$ cat src/rtl/pipe_ctrl_pkg.sv
// Shared types and constants for the pipeline controller.
// Imported by hazard_detect and pipeline_ctrl.
package pipe_ctrl_pkg;

  localparam int STATE_W = 2;

  typedef enum logic [STATE_W-1:0] {
    RUN   = 2'd0,
    FLUSH = 2'd1,
    HOLD  = 2'd2
  } state_e;

  localparam int X0_ADDR = 0;

endpackage

$ cat src/rtl/pipeline_ctrl_if.sv
// Stage-facing signal bundle of the pipeline controller.
// master = pipeline side, slave = controller side.
interface pipeline_ctrl_if #(
  parameter int AWIDTH    = 5,
  parameter int PC_WIDTH  = 32,
  parameter int CNT_WIDTH = 16
);

  logic                 ctl_i_id_valid;
  logic [AWIDTH-1:0]    ctl_i_id_rs1_addr;
  logic [AWIDTH-1:0]    ctl_i_id_rs2_addr;
  logic                 ctl_i_ex_valid;
  logic                 ctl_i_ex_we_rd;
  logic                 ctl_i_ex_load;
  logic [AWIDTH-1:0]    ctl_i_ex_rd_addr;
  logic                 ctl_i_mem_valid;
  logic                 ctl_i_mem_we_rd;
  logic [AWIDTH-1:0]    ctl_i_mem_rd_addr;
  logic                 ctl_i_wb_change_pc;
  logic [PC_WIDTH-1:0]  ctl_i_wb_next_pc;
  logic                 ctl_i_ext_stall;

  logic                 ctl_o_stall_front;
  logic                 ctl_o_bubble_ex;
  logic                 ctl_o_stall_all;
  logic                 ctl_o_flush;
  logic                 ctl_o_change_pc;
  logic [PC_WIDTH-1:0]  ctl_o_next_pc;
  logic [1:0]           ctl_o_state;
  logic [CNT_WIDTH-1:0] ctl_o_stall_cnt;

  modport master (
    output ctl_i_id_valid, ctl_i_id_rs1_addr, ctl_i_id_rs2_addr,
    output ctl_i_ex_valid, ctl_i_ex_we_rd, ctl_i_ex_load,
    output ctl_i_ex_rd_addr,
    output ctl_i_mem_valid, ctl_i_mem_we_rd, ctl_i_mem_rd_addr,
    output ctl_i_wb_change_pc, ctl_i_wb_next_pc, ctl_i_ext_stall,
    input  ctl_o_stall_front, ctl_o_bubble_ex, ctl_o_stall_all,
    input  ctl_o_flush, ctl_o_change_pc, ctl_o_next_pc,
    input  ctl_o_state, ctl_o_stall_cnt
  );

  modport slave (
    input  ctl_i_id_valid, ctl_i_id_rs1_addr, ctl_i_id_rs2_addr,
    input  ctl_i_ex_valid, ctl_i_ex_we_rd, ctl_i_ex_load,
    input  ctl_i_ex_rd_addr,
    input  ctl_i_mem_valid, ctl_i_mem_we_rd, ctl_i_mem_rd_addr,
    input  ctl_i_wb_change_pc, ctl_i_wb_next_pc, ctl_i_ext_stall,
    output ctl_o_stall_front, ctl_o_bubble_ex, ctl_o_stall_all,
    output ctl_o_flush, ctl_o_change_pc, ctl_o_next_pc,
    output ctl_o_state, ctl_o_stall_cnt
  );

endinterface

$ cat src/rtl/hazard_detect.sv
// Combinational RAW hazard detector, ID against EX/MEM producers.
// PIPE_CTRL_FORWARD_EN: only EX load-use stalls (EX/MEM forwarded).
module hazard_detect
  import pipe_ctrl_pkg::*;
#(
  parameter int AWIDTH = 5
) (
  input  logic              id_valid,
  input  logic [AWIDTH-1:0] rs1,
  input  logic [AWIDTH-1:0] rs2,
  input  logic              ex_valid,
  input  logic              ex_we,
  input  logic              ex_load,
  input  logic [AWIDTH-1:0] ex_rd,
  input  logic              mem_valid,
  input  logic              mem_we,
  input  logic [AWIDTH-1:0] mem_rd,
  output logic              hazard
);

  localparam logic [AWIDTH-1:0] X0 = AWIDTH'(X0_ADDR);

  logic ex_match;
  logic mem_match;

  assign ex_match = id_valid && ex_valid && ex_we &&
                    (ex_rd != X0) &&
                    ((ex_rd == rs1) || (ex_rd == rs2));

  assign mem_match = id_valid && mem_valid && mem_we &&
                     (mem_rd != X0) &&
                     ((mem_rd == rs1) || (mem_rd == rs2));

`ifdef PIPE_CTRL_FORWARD_EN
  logic unused_mem;
  assign unused_mem = mem_match;
  assign hazard     = ex_match && ex_load;
`else
  assign hazard = ex_match || mem_match;
`endif

endmodule

$ cat src/rtl/pipeline_ctrl.sv
// Pipeline controller: hazard stall, timed redirect flush, mem-wait hold.
// Build option: PIPE_CTRL_FORWARD_EN (see hazard_detect).
module pipeline_ctrl
  import pipe_ctrl_pkg::*;
#(
  parameter int AWIDTH       = 5,
  parameter int PC_WIDTH     = 32,
  parameter int FLUSH_CYCLES = 2,
  parameter int CNT_WIDTH    = 16
) (
  input logic            ctl_clk,
  input logic            ctl_rst,
  pipeline_ctrl_if.slave ctl
);

  localparam int FCW = (FLUSH_CYCLES > 1) ? $clog2(FLUSH_CYCLES) : 1;
  localparam logic [FCW-1:0] FC_LOAD = FCW'(FLUSH_CYCLES - 1);

  state_e               state_q, state_d;
  logic                 flush_q, flush_d;
  logic                 chg_q, chg_d;
  logic [PC_WIDTH-1:0]  next_pc_q, next_pc_d;
  logic [CNT_WIDTH-1:0] stall_cnt_q, stall_cnt_d;
  logic [FCW-1:0]       flush_cnt_q, flush_cnt_d;
  logic                 hazard;
  logic                 stall_front;

  hazard_detect #(.AWIDTH(AWIDTH)) u_hazard (
    .id_valid (ctl.ctl_i_id_valid),
    .rs1      (ctl.ctl_i_id_rs1_addr),
    .rs2      (ctl.ctl_i_id_rs2_addr),
    .ex_valid (ctl.ctl_i_ex_valid),
    .ex_we    (ctl.ctl_i_ex_we_rd),
    .ex_load  (ctl.ctl_i_ex_load),
    .ex_rd    (ctl.ctl_i_ex_rd_addr),
    .mem_valid(ctl.ctl_i_mem_valid),
    .mem_we   (ctl.ctl_i_mem_we_rd),
    .mem_rd   (ctl.ctl_i_mem_rd_addr),
    .hazard   (hazard)
  );

  // A redirect in the same cycle wins over the hazard: no bubble.
  assign stall_front = (state_q == RUN) && hazard &&
                       !ctl.ctl_i_wb_change_pc;

  assign ctl.ctl_o_stall_front = stall_front;
  assign ctl.ctl_o_bubble_ex   = stall_front;
  assign ctl.ctl_o_stall_all   = ctl.ctl_i_ext_stall ||
                                 (state_q == HOLD);
  assign ctl.ctl_o_flush       = flush_q;
  assign ctl.ctl_o_change_pc   = chg_q;
  assign ctl.ctl_o_next_pc     = next_pc_q;
  assign ctl.ctl_o_state       = state_q;
  assign ctl.ctl_o_stall_cnt   = stall_cnt_q;

  always_comb begin
    state_d     = state_q;
    flush_d     = flush_q;
    chg_d       = 1'b0;
    next_pc_d   = next_pc_q;
    flush_cnt_d = flush_cnt_q;
    stall_cnt_d = stall_cnt_q;
    if (stall_front && (stall_cnt_q != '1)) begin
      stall_cnt_d = stall_cnt_q + 1'b1;
    end
    if (ctl.ctl_i_wb_change_pc) begin
      state_d     = FLUSH;
      flush_d     = 1'b1;
      chg_d       = 1'b1;
      next_pc_d   = ctl.ctl_i_wb_next_pc;
      flush_cnt_d = FC_LOAD;
    end else begin
      case (state_q)
        RUN: begin
          if (ctl.ctl_i_ext_stall) state_d = HOLD;
        end
        FLUSH: begin
          if (!ctl.ctl_i_ext_stall) begin
            if (flush_cnt_q == '0) begin
              state_d = RUN;
              flush_d = 1'b0;
            end else begin
              flush_cnt_d = flush_cnt_q - 1'b1;
            end
          end
        end
        HOLD: begin
          if (!ctl.ctl_i_ext_stall) state_d = RUN;
        end
        default: begin
          state_d = RUN;
          flush_d = 1'b0;
        end
      endcase
    end
  end

  always_ff @(posedge ctl_clk) begin
    if (ctl_rst) begin
      state_q     <= RUN;
      flush_q     <= 1'b0;
      chg_q       <= 1'b0;
      next_pc_q   <= '0;
      flush_cnt_q <= '0;
      stall_cnt_q <= '0;
    end else begin
      state_q     <= state_d;
      flush_q     <= flush_d;
      chg_q       <= chg_d;
      next_pc_q   <= next_pc_d;
      flush_cnt_q <= flush_cnt_d;
      stall_cnt_q <= stall_cnt_d;
    end
  end

endmodule

$ cat src/flat_wrapper.sv
// flat-port wrapper written by rule: the top's interface ports become plain ports
module pipeline_ctrl_flat import pipe_ctrl_pkg::*;
#(
  parameter int AWIDTH       = 5,
  parameter int PC_WIDTH     = 32,
  parameter int FLUSH_CYCLES = 2,
  parameter int CNT_WIDTH    = 16
)
  (ctl_clk, ctl_rst, ctl_ctl_i_id_valid, ctl_ctl_i_id_rs1_addr, ctl_ctl_i_id_rs2_addr, ctl_ctl_i_ex_valid, ctl_ctl_i_ex_we_rd, ctl_ctl_i_ex_load, ctl_ctl_i_ex_rd_addr, ctl_ctl_i_mem_valid, ctl_ctl_i_mem_we_rd, ctl_ctl_i_mem_rd_addr, ctl_ctl_i_wb_change_pc, ctl_ctl_i_wb_next_pc, ctl_ctl_i_ext_stall, ctl_ctl_o_stall_front, ctl_ctl_o_bubble_ex, ctl_ctl_o_stall_all, ctl_ctl_o_flush, ctl_ctl_o_change_pc, ctl_ctl_o_next_pc, ctl_ctl_o_state, ctl_ctl_o_stall_cnt);
  pipeline_ctrl_if #(.AWIDTH(AWIDTH), .PC_WIDTH(PC_WIDTH), .CNT_WIDTH(CNT_WIDTH)) ctl_i ();
  input logic ctl_clk;
  input logic ctl_rst;
  input wire logic [$bits(ctl_i.ctl_i_id_valid)-1:0] ctl_ctl_i_id_valid;
  input wire logic [$bits(ctl_i.ctl_i_id_rs1_addr)-1:0] ctl_ctl_i_id_rs1_addr;
  input wire logic [$bits(ctl_i.ctl_i_id_rs2_addr)-1:0] ctl_ctl_i_id_rs2_addr;
  input wire logic [$bits(ctl_i.ctl_i_ex_valid)-1:0] ctl_ctl_i_ex_valid;
  input wire logic [$bits(ctl_i.ctl_i_ex_we_rd)-1:0] ctl_ctl_i_ex_we_rd;
  input wire logic [$bits(ctl_i.ctl_i_ex_load)-1:0] ctl_ctl_i_ex_load;
  input wire logic [$bits(ctl_i.ctl_i_ex_rd_addr)-1:0] ctl_ctl_i_ex_rd_addr;
  input wire logic [$bits(ctl_i.ctl_i_mem_valid)-1:0] ctl_ctl_i_mem_valid;
  input wire logic [$bits(ctl_i.ctl_i_mem_we_rd)-1:0] ctl_ctl_i_mem_we_rd;
  input wire logic [$bits(ctl_i.ctl_i_mem_rd_addr)-1:0] ctl_ctl_i_mem_rd_addr;
  input wire logic [$bits(ctl_i.ctl_i_wb_change_pc)-1:0] ctl_ctl_i_wb_change_pc;
  input wire logic [$bits(ctl_i.ctl_i_wb_next_pc)-1:0] ctl_ctl_i_wb_next_pc;
  input wire logic [$bits(ctl_i.ctl_i_ext_stall)-1:0] ctl_ctl_i_ext_stall;
  output wire logic [$bits(ctl_i.ctl_o_stall_front)-1:0] ctl_ctl_o_stall_front;
  output wire logic [$bits(ctl_i.ctl_o_bubble_ex)-1:0] ctl_ctl_o_bubble_ex;
  output wire logic [$bits(ctl_i.ctl_o_stall_all)-1:0] ctl_ctl_o_stall_all;
  output wire logic [$bits(ctl_i.ctl_o_flush)-1:0] ctl_ctl_o_flush;
  output wire logic [$bits(ctl_i.ctl_o_change_pc)-1:0] ctl_ctl_o_change_pc;
  output wire logic [$bits(ctl_i.ctl_o_next_pc)-1:0] ctl_ctl_o_next_pc;
  output wire logic [$bits(ctl_i.ctl_o_state)-1:0] ctl_ctl_o_state;
  output wire logic [$bits(ctl_i.ctl_o_stall_cnt)-1:0] ctl_ctl_o_stall_cnt;
  assign ctl_i.ctl_i_id_valid = ctl_ctl_i_id_valid;
  assign ctl_i.ctl_i_id_rs1_addr = ctl_ctl_i_id_rs1_addr;
  assign ctl_i.ctl_i_id_rs2_addr = ctl_ctl_i_id_rs2_addr;
  assign ctl_i.ctl_i_ex_valid = ctl_ctl_i_ex_valid;
  assign ctl_i.ctl_i_ex_we_rd = ctl_ctl_i_ex_we_rd;
  assign ctl_i.ctl_i_ex_load = ctl_ctl_i_ex_load;
  assign ctl_i.ctl_i_ex_rd_addr = ctl_ctl_i_ex_rd_addr;
  assign ctl_i.ctl_i_mem_valid = ctl_ctl_i_mem_valid;
  assign ctl_i.ctl_i_mem_we_rd = ctl_ctl_i_mem_we_rd;
  assign ctl_i.ctl_i_mem_rd_addr = ctl_ctl_i_mem_rd_addr;
  assign ctl_i.ctl_i_wb_change_pc = ctl_ctl_i_wb_change_pc;
  assign ctl_i.ctl_i_wb_next_pc = ctl_ctl_i_wb_next_pc;
  assign ctl_i.ctl_i_ext_stall = ctl_ctl_i_ext_stall;
  assign ctl_ctl_o_stall_front = ctl_i.ctl_o_stall_front;
  assign ctl_ctl_o_bubble_ex = ctl_i.ctl_o_bubble_ex;
  assign ctl_ctl_o_stall_all = ctl_i.ctl_o_stall_all;
  assign ctl_ctl_o_flush = ctl_i.ctl_o_flush;
  assign ctl_ctl_o_change_pc = ctl_i.ctl_o_change_pc;
  assign ctl_ctl_o_next_pc = ctl_i.ctl_o_next_pc;
  assign ctl_ctl_o_state = ctl_i.ctl_o_state;
  assign ctl_ctl_o_stall_cnt = ctl_i.ctl_o_stall_cnt;
  pipeline_ctrl #(.AWIDTH(AWIDTH), .PC_WIDTH(PC_WIDTH), .FLUSH_CYCLES(FLUSH_CYCLES), .CNT_WIDTH(CNT_WIDTH)) u_core (.ctl_clk(ctl_clk), .ctl_rst(ctl_rst), .ctl(ctl_i));
endmodule
$ cat config.mk
export PLATFORM = sky130hd
export DESIGN_NAME = pipeline_ctrl_flat
export DESIGN_NICKNAME = d
export VERILOG_FILES = /design/src/rtl/pipe_ctrl_pkg.sv /design/src/rtl/pipeline_ctrl_if.sv /design/src/rtl/hazard_detect.sv /design/src/rtl/pipeline_ctrl.sv /design/src/flat_wrapper.sv
export SDC_FILE = /design/constraint.sdc
export NUM_CORES = 1
export LEC_CHECK = 0
export CORE_MARGIN = 2
export CORE_UTILIZATION = 41
export CTS_CLUSTER_DIAMETER = 100
export DETAILED_ROUTE_END_ITERATION = 6
export PLACE_DENSITY = 0.81
export SLEW_MARGIN = 0
export SYNTH_ARGS = -nofsm -noshare
export SYNTH_HDL_FRONTEND = slang
export SYNTH_SLANG_ARGS = --single-unit
$ cat constraint.sdc
create_clock -name ctl_clk -period 2.3 [get_ports ctl_clk]
set_clock_uncertainty 0.2 [all_clocks]
set_input_delay 0.345 -clock ctl_clk [delete_from_list [all_inputs] [get_ports ctl_clk]]
set_output_delay 0.345 -clock ctl_clk [all_outputs]
set_load 0.03 [all_outputs]
==> flow_summary.yaml, run 1 <==
run_status:
  status: "finished clean"
setup_path:
  crit_path_max_incr_delay_ps: 550
  worstSetupPathType: "in -> out"
  crit_buf_inv: 3
  crit_slowest_cell: "clkdlybuf4s50_1"
  r2r-end: "u_core.ctl.ctl_o_stall_cnt[8]$_SDFFE_PP0P_"
  reg2reg_depth: 8
  arrival_ps: 1730
  path_cells: "clkdlybuf4s50_1 > xnor2_1 > nand3_1 > o22ai_2 > a22oi_2 > inv_2 > buf_6"
  worstSetupStartpointType: "input port"
  r2r_start: "u_core.ctl.ctl_o_stall_cnt[0]$_SDFFE_PP0P_"
  cp-end-kind: "primary output"
  path_delay_family: "buffers and inverters"
  r2r_slack_ps: 90
  crit_required_ps: 1750
  cp_max_fo: 3
timing:
  setup_tns_ps: 0
  setup_viol: 0
  period_needed_ps: 2270
  hold_viol: 0
  rsz0062_at_grt: "yes"
  max_freq_ghz: 0.440
  slew_headroom: 0.616
  fin_crit_sh: 0.987
  worst_pin_slew_ps: 576
  slew_viol_final: 0
finish:
  nFillCells: 452
  multi_input_area_um2: 1330
  drive_gt1_frac: 0.124
  area_delta_synth_final_pct: 62.8
  antenna_cells: 0
  regArea_um2: 1060
  final_net_count: 458
synth:
  syn_area_per_cell_um2: 9.20
  synth_edf_count: 0
  async_flop_share: 0
  synth_top_area_frac: 0.438
  synth_cells: 263
  ys_seq_elements: 53
  synth_top_area_cell: "dfxtp_1"
  yosys-top-cells-area: "dfxtp_1, mux2i_1, xnor2_1"
  seq_area_frac_synth: 0.438
  synthesis.area_um2: 2420
  synth_ff_type: "dfxtp_1"
  synthesis.nets: 326
  yosys_warnings: 0
  synth.distinct_cells: 40
placed_design:
  io_buffers: 115
  routabilityCongestion: 0.783
  dp.final_hpwl_mm: 4.87
global_routing:
  grt_remaining_overflow: 0
  grt_pass1_vias: 2331
  grt_pass1_wl_mm: 10.4
  grt_max_degree: 51
  groute.usage.overall: 0.203
  antenna_found_initial: 0
die:
  die_w_um: 80.8
  rows: 27
  die-area_um2: 6530
  io-pin-count: 117
  core_um2: 5610
  initial_utilization: 0.432
  chipHeight_um: 80.8
worst_hold_path:
  min_path_type: "in -> reg"
  hold-path-endpoint: "u_core.ctl.ctl_o_stall_cnt[14]$_SDFFE_PP0P_"
  whs_path_depth: 2
  hp-start: "ctl_rst"
drt:
  ant_nets: 0
  drc: 0
  avgRoutedWirePerCell_um: 14.0
  vias_per_cell: 5.16
  vias: 2417
  drt_iter0_markers: 119
  wirelength_mm: 6.56
  dr.pass1.iters: 4
power:
  p_per_area_nw_per_um2: 508
  ir_drop_v: 0.000539
  leakage_nw: 1.61
  total_power_mw: 2.00
clocking:
  cts.htree.levels: 2
  clockBufferDepth: 2
  numCtsBuffers: 5
  cts_sinks: 53
  cts_root_buf: "clkbuf_8"
  path_clk_slew_ps: 100
  cts_tree: "yes"
  clk_latency_ps: 310
job:
  cap_violations: 0
==> synth_stat cells, types with 3 or more instances <==
master    instances
a21oi_1          16
and2_1            4
and4_1            3
buf_2             3
clkbuf_1          7
dfxtp_1          53
inv_1             3
mux2i_1          33
nand2_1           9
nand3_1          13
nand4_1           4
nor2_1           45
o21ai_0           5
o31ai_1           5
or3_1             6
or4_1             6
xnor2_1          20
==> per-stage QoR <==
step / setup WS (ps) / instances / area (µm²) / hold WS [ps] / utilization
finish: 29.6 / 468 / 3940 / 52.5 / 0.703
global route: -5.30 / 468 / 3940 / 55.1 / 0.703
CTS: 3.85 / 465 / 3850 / 40.5 / 0.687
detailed placement: -637 / 457 / 3740 / 279 / 0.666
global placement: -623 / 457 / 3740 / 272 / 0.666
floorplan: 32.0 / 263 / 2420 / 257 / -
==> layout by cell type, fill, tap and decap left out, types with 5 or more instances in the layout <==
master            n
clkdlybuf4s50_1  95
mux2i_1          33
a21oi_1          15
xnor2_1          20
nand2_1           9
nand3_1          11
nor2_1           43
o21ai_0           5
or4_1             5
buf_4            22
clkbuf_8          7
dfxtp_1          53
or3_1             6
dlymetal6s2s_1   11
o31ai_1           5
==> how the worst max path moves through the flow <==
stage / startpoint / endpoint / slack, ps / depth (start not counted)
finish: ctl_ctl_i_id_rs2_addr[2] / ctl_ctl_o_stall_front / 30 / 7
global route: u_core.ctl.ctl_o_stall_cnt[0]$_SDFFE_PP0P_ / u_core.ctl.ctl_o_stall_cnt[8]$_SDFFE_PP0P_ / -5 / 8
CTS: ctl_ctl_i_id_rs1_addr[0] / u_core.ctl.ctl_o_stall_cnt[5]$_SDFFE_PP0P_ / 4 / 8
detailed placement: ctl_ctl_i_ex_rd_addr[1] / ctl_ctl_o_stall_front / -640 / 7
global placement: ctl_ctl_i_ex_rd_addr[1] / ctl_ctl_o_bubble_ex / -620 / 7
floorplan: u_core.ctl.ctl_o_stall_cnt[0]$_SDFFE_PP0P_ / u_core.ctl.ctl_o_stall_cnt[8]$_SDFFE_PP0P_ / 30 / 8
==> logic make-up (layout without fill, tap and decap cells) <==
group,after synthesis,in the layout,share of synthesized area
fa+ha+maj,1,1,0.00517
mux,34,34,0.141
flops,53,53,0.438
compound gates,39,39,0.106
xor+xnor,20,20,0.0724
simple gates,99,99,0.204
buf+inv,17,150,0.0326
==> per-layer routing <==
layer,vias to the layer above,wire length (µm),global-route usage
li1,1188,-,-
met1,1133,2670,0.237
met2,85,3290,0.346
met3,11,466,0.0500
met4,0,137,0.0983
met5,-,0,0
==> registers in the layout, summed over array words and instances, names as in the netlist <==
| signal | flops |
|---|---|
| u_core.ctl.ctl_o_change_pc | 1 |
| u_core.ctl.ctl_o_flush | 1 |
| u_core.ctl.ctl_o_next_pc | 32 |
| u_core.ctl.ctl_o_stall_cnt | 16 |
| u_core.ctl.ctl_o_state | 2 |
| u_core.flush_cnt_q | 1 |
==> timing repair <==
action	4_1_cts	5_1_grt
gates cloned	0	0
hold endpoints to repair	0	0
resized for setup	22	20
hold buffers	0	0
setup buffers	0	3
endpoints found under the setup margin	8	13
pin swaps	4	12
==> worst register-to-register path, delay by kind of cell, from the launching register on <==
kind                     cells  cell delay, ps
AO/OA/AOI/OAI                3             430
flip-flops                   1             330
adder cells (fa/ha/maj)      1             230
AND/OR/NAND/NOR              3             770
buffers and inverters        1             180
==> cell type report <==
class,instances,share of cell area
Timing Repair Buffer,138,0.341
Multi-Input combinational cell,193,0.337
Sequential cell,53,0.269
Clock buffer,7,0.0245
Tap cell,72,0.0229
Inverter,4,0.00381
Clock inverter,1,0.00222
==> report_power, final <==
part | internal (mW) | switching (mW)
registers | 0.956 | 0.0198
logic | 0.230 | 0.205
clock network | 0.279 | 0.311
total | 1.46 | 0.536
(Power assumes the default switching activity.)
==> run 2: changes to the inputs <==
Settings changed: ABC_CLOCK_PERIOD_IN_PS set to 2840, CORE_UTILIZATION 41 to 44, PLACE_DENSITY 0.81 to 0.86.
Clock period 2.3 ns to 2.84 ns, I/O delays scaled along.
==> run 2 against run 1 <==
  * Flip-flop and latch count stayed put
  * Global-route usage is 1.1 points higher
  * Final area decreased by 3.0%
  * Die area decreased by 6.5%
  * Via count decreased by 1.4%
  * Clock power is 9.3% lower
  * Combinational power shrank 21%
  * Count of clock-buffer cells in the layout down 2
  * Sequential share of layout area rose by 0.83 points
  * Cell count is 1.9% lower
==> flow_summary.yaml, run 2 (same netlist as run 1, synthesis figures left out) <==
die:
  die_w_um: 78.2
  core_um2: 5410
  initial_utilization: 0.448
  chipHeight_um: 78.2
  rows: 27
  io-pin-count: 117
  die-area_um2: 6110
global_routing:
  groute.usage.overall: 0.214
  grt_util_met3: 0.0977
  grt_pass1_vias: 2410
  grt_pass1_wl_mm: 10.6
  antenna_found_initial: 0
  grtUsageMet1: 0.230
  grt_util_met2: 0.382
  top_usage_layer: "met2"
  grt_remaining_overflow: 0
  grt_max_degree: 38
timing:
  setup_viol: 0
  setup_tns_ps: 0
  hold_viol: 0
  fin_crit_sh: 0.991
  fin_ws_ps: 26.1
  whs_ps: 307
  slew_viol_final: 0
  worst_pin_slew_ps: 650
  max_freq_ghz: 0.355
  period_needed_ps: 2810
  slew_headroom: 0.566
power:
  total_power_mw: 1.67
  ir_drop_v: 0.000309
  p_sw_uw: 446
  p_seq_frac: 0.474
  p_per_area_nw_per_um2: 438
  combPwrFrac: 0.206
  swShare: 0.266
  internal-power_mw: 1.23
  leakage_nw: 1.45
  pwr-share-clk: 0.320
setup_path:
  cp-end-kind: "primary output"
  r2r_slack_ps: 510
  cp_max_fo: 7
  worstSetupStartpointType: "input port"
  arrival_ps: 2190
  worstSetupPathType: "in -> out"
  crit_required_ps: 2210
drt:
  drt_iter0_markers: 80
  dr.pass1.iters: 4
  drc: 0
  vias_per_cell: 5.19
  avgRoutedWirePerCell_um: 14.2
  wirelength_mm: 6.52
  vias: 2382
  ant_nets: 0
clocking:
  cts_sinks: 53
  cts_hold_buf: 0
  clockBufferDepth: 2
  path_clk_slew_ps: 110
  cts_root_buf: "clkbuf_8"
  cts.htree.levels: 2
  clk_latency_ps: 300
  numCtsBuffers: 5
  cts_tree: "yes"
job:
  cap_violations: 0
finish:
  final_common_cell: "clkdlybuf4s50_1"
  regArea_um2: 1060
  drive_gt1_frac: 0.0879
  nFillCells: 412
  area_delta_synth_final_pct: 58.0
  largest_reg_flops: 32
  final_cell_mix: "clkdlybuf4s50_1, dfxtp_1, nor2_1"
  instances_no_fill: 459
  antenna_cells: 0
  multi_input_area_um2: 1290
  final_net_count: 449
placed_design:
  io_buffers: 115
  dp.final_hpwl_mm: 5.02
  routabilityCongestion: 0.861
  dp_worst_setup_slack_ps: -335
  dp_cells: 450
worst_hold_path:
  min_path_type: "reg -> reg"
run_status:
  status: "finished clean"
## run 2: final cells by class
class | instances | area share
multi-input cells | 193 | 0.338
well taps | 72 | 0.0236
repair buffers | 129 | 0.326
clock buffers | 5 | 0.0180
flip-flops and latches | 53 | 0.278
clock inverters | 3 | 0.0128
inverters | 4 | 0.00393
## run 2: power by group through the flow
stage	combinational [mW]	clock [mW]	sequential, mW
3_5_place_dp	0.344	0	0.809
5_1_grt	0.368	0.576	0.796
3_3_place_gp	0.337	0	0.807
6_report	0.345	0.535	0.792
2_1_floorplan	0.107	0	0.867
4_1_cts	0.345	0.544	0.792
## run 2: metrics by stage
step,area [µm²],util
after CTS,3800,0.703
final,3820,0.707
after global placement,3680,0.681
after detailed placement,3680,0.681
after floorplan,2420,-
after global routing,3820,0.707
## run 2: routing by layer
layer,vias up,part of all wire
met5,-,0
met3,4,0.098
met2,77,0.50
met1,1124,0.39
met4,0,0.0087
li1,1177,-
## run 2: timing repair
action / 4_1_cts / 5_1_grt
endpoints found under the setup margin: 2 / 1
gates resized for setup: 5 / 3
setup buffers: 0 / 1
pin swaps: 1 / 3
## run 2: worst max-delay path, stage by stage
cell and delay [ps]:
clkdlybuf4s50_1 440, or4_4 540, nor2_4 130, nor2_1 60, a22oi_2 230, inv_2 70
buf_4 160, buf_6 140
## run 2: path summary, 6_finish.rpt
| path | from | to | depth (start not counted) |
|---|---|---|---|
| worst min register to register | u_core.ctl.ctl_o_next_pc[13]$_SDFFE_PP0P_ | u_core.ctl.ctl_o_next_pc[13]$_SDFFE_PP0P_ | 2 |
| worst max register to register | u_core.ctl.ctl_o_stall_cnt[0]$_SDFFE_PP0P_ | u_core.ctl.ctl_o_stall_cnt[4]$_SDFFE_PP0P_ | 8 |
| worst max-delay path | ctl_ctl_i_ex_rd_addr[3] | ctl_ctl_o_bubble_ex | 8 |
| worst min-delay path | u_core.ctl.ctl_o_next_pc[13]$_SDFFE_PP0P_ | u_core.ctl.ctl_o_next_pc[13]$_SDFFE_PP0P_ | 2 |
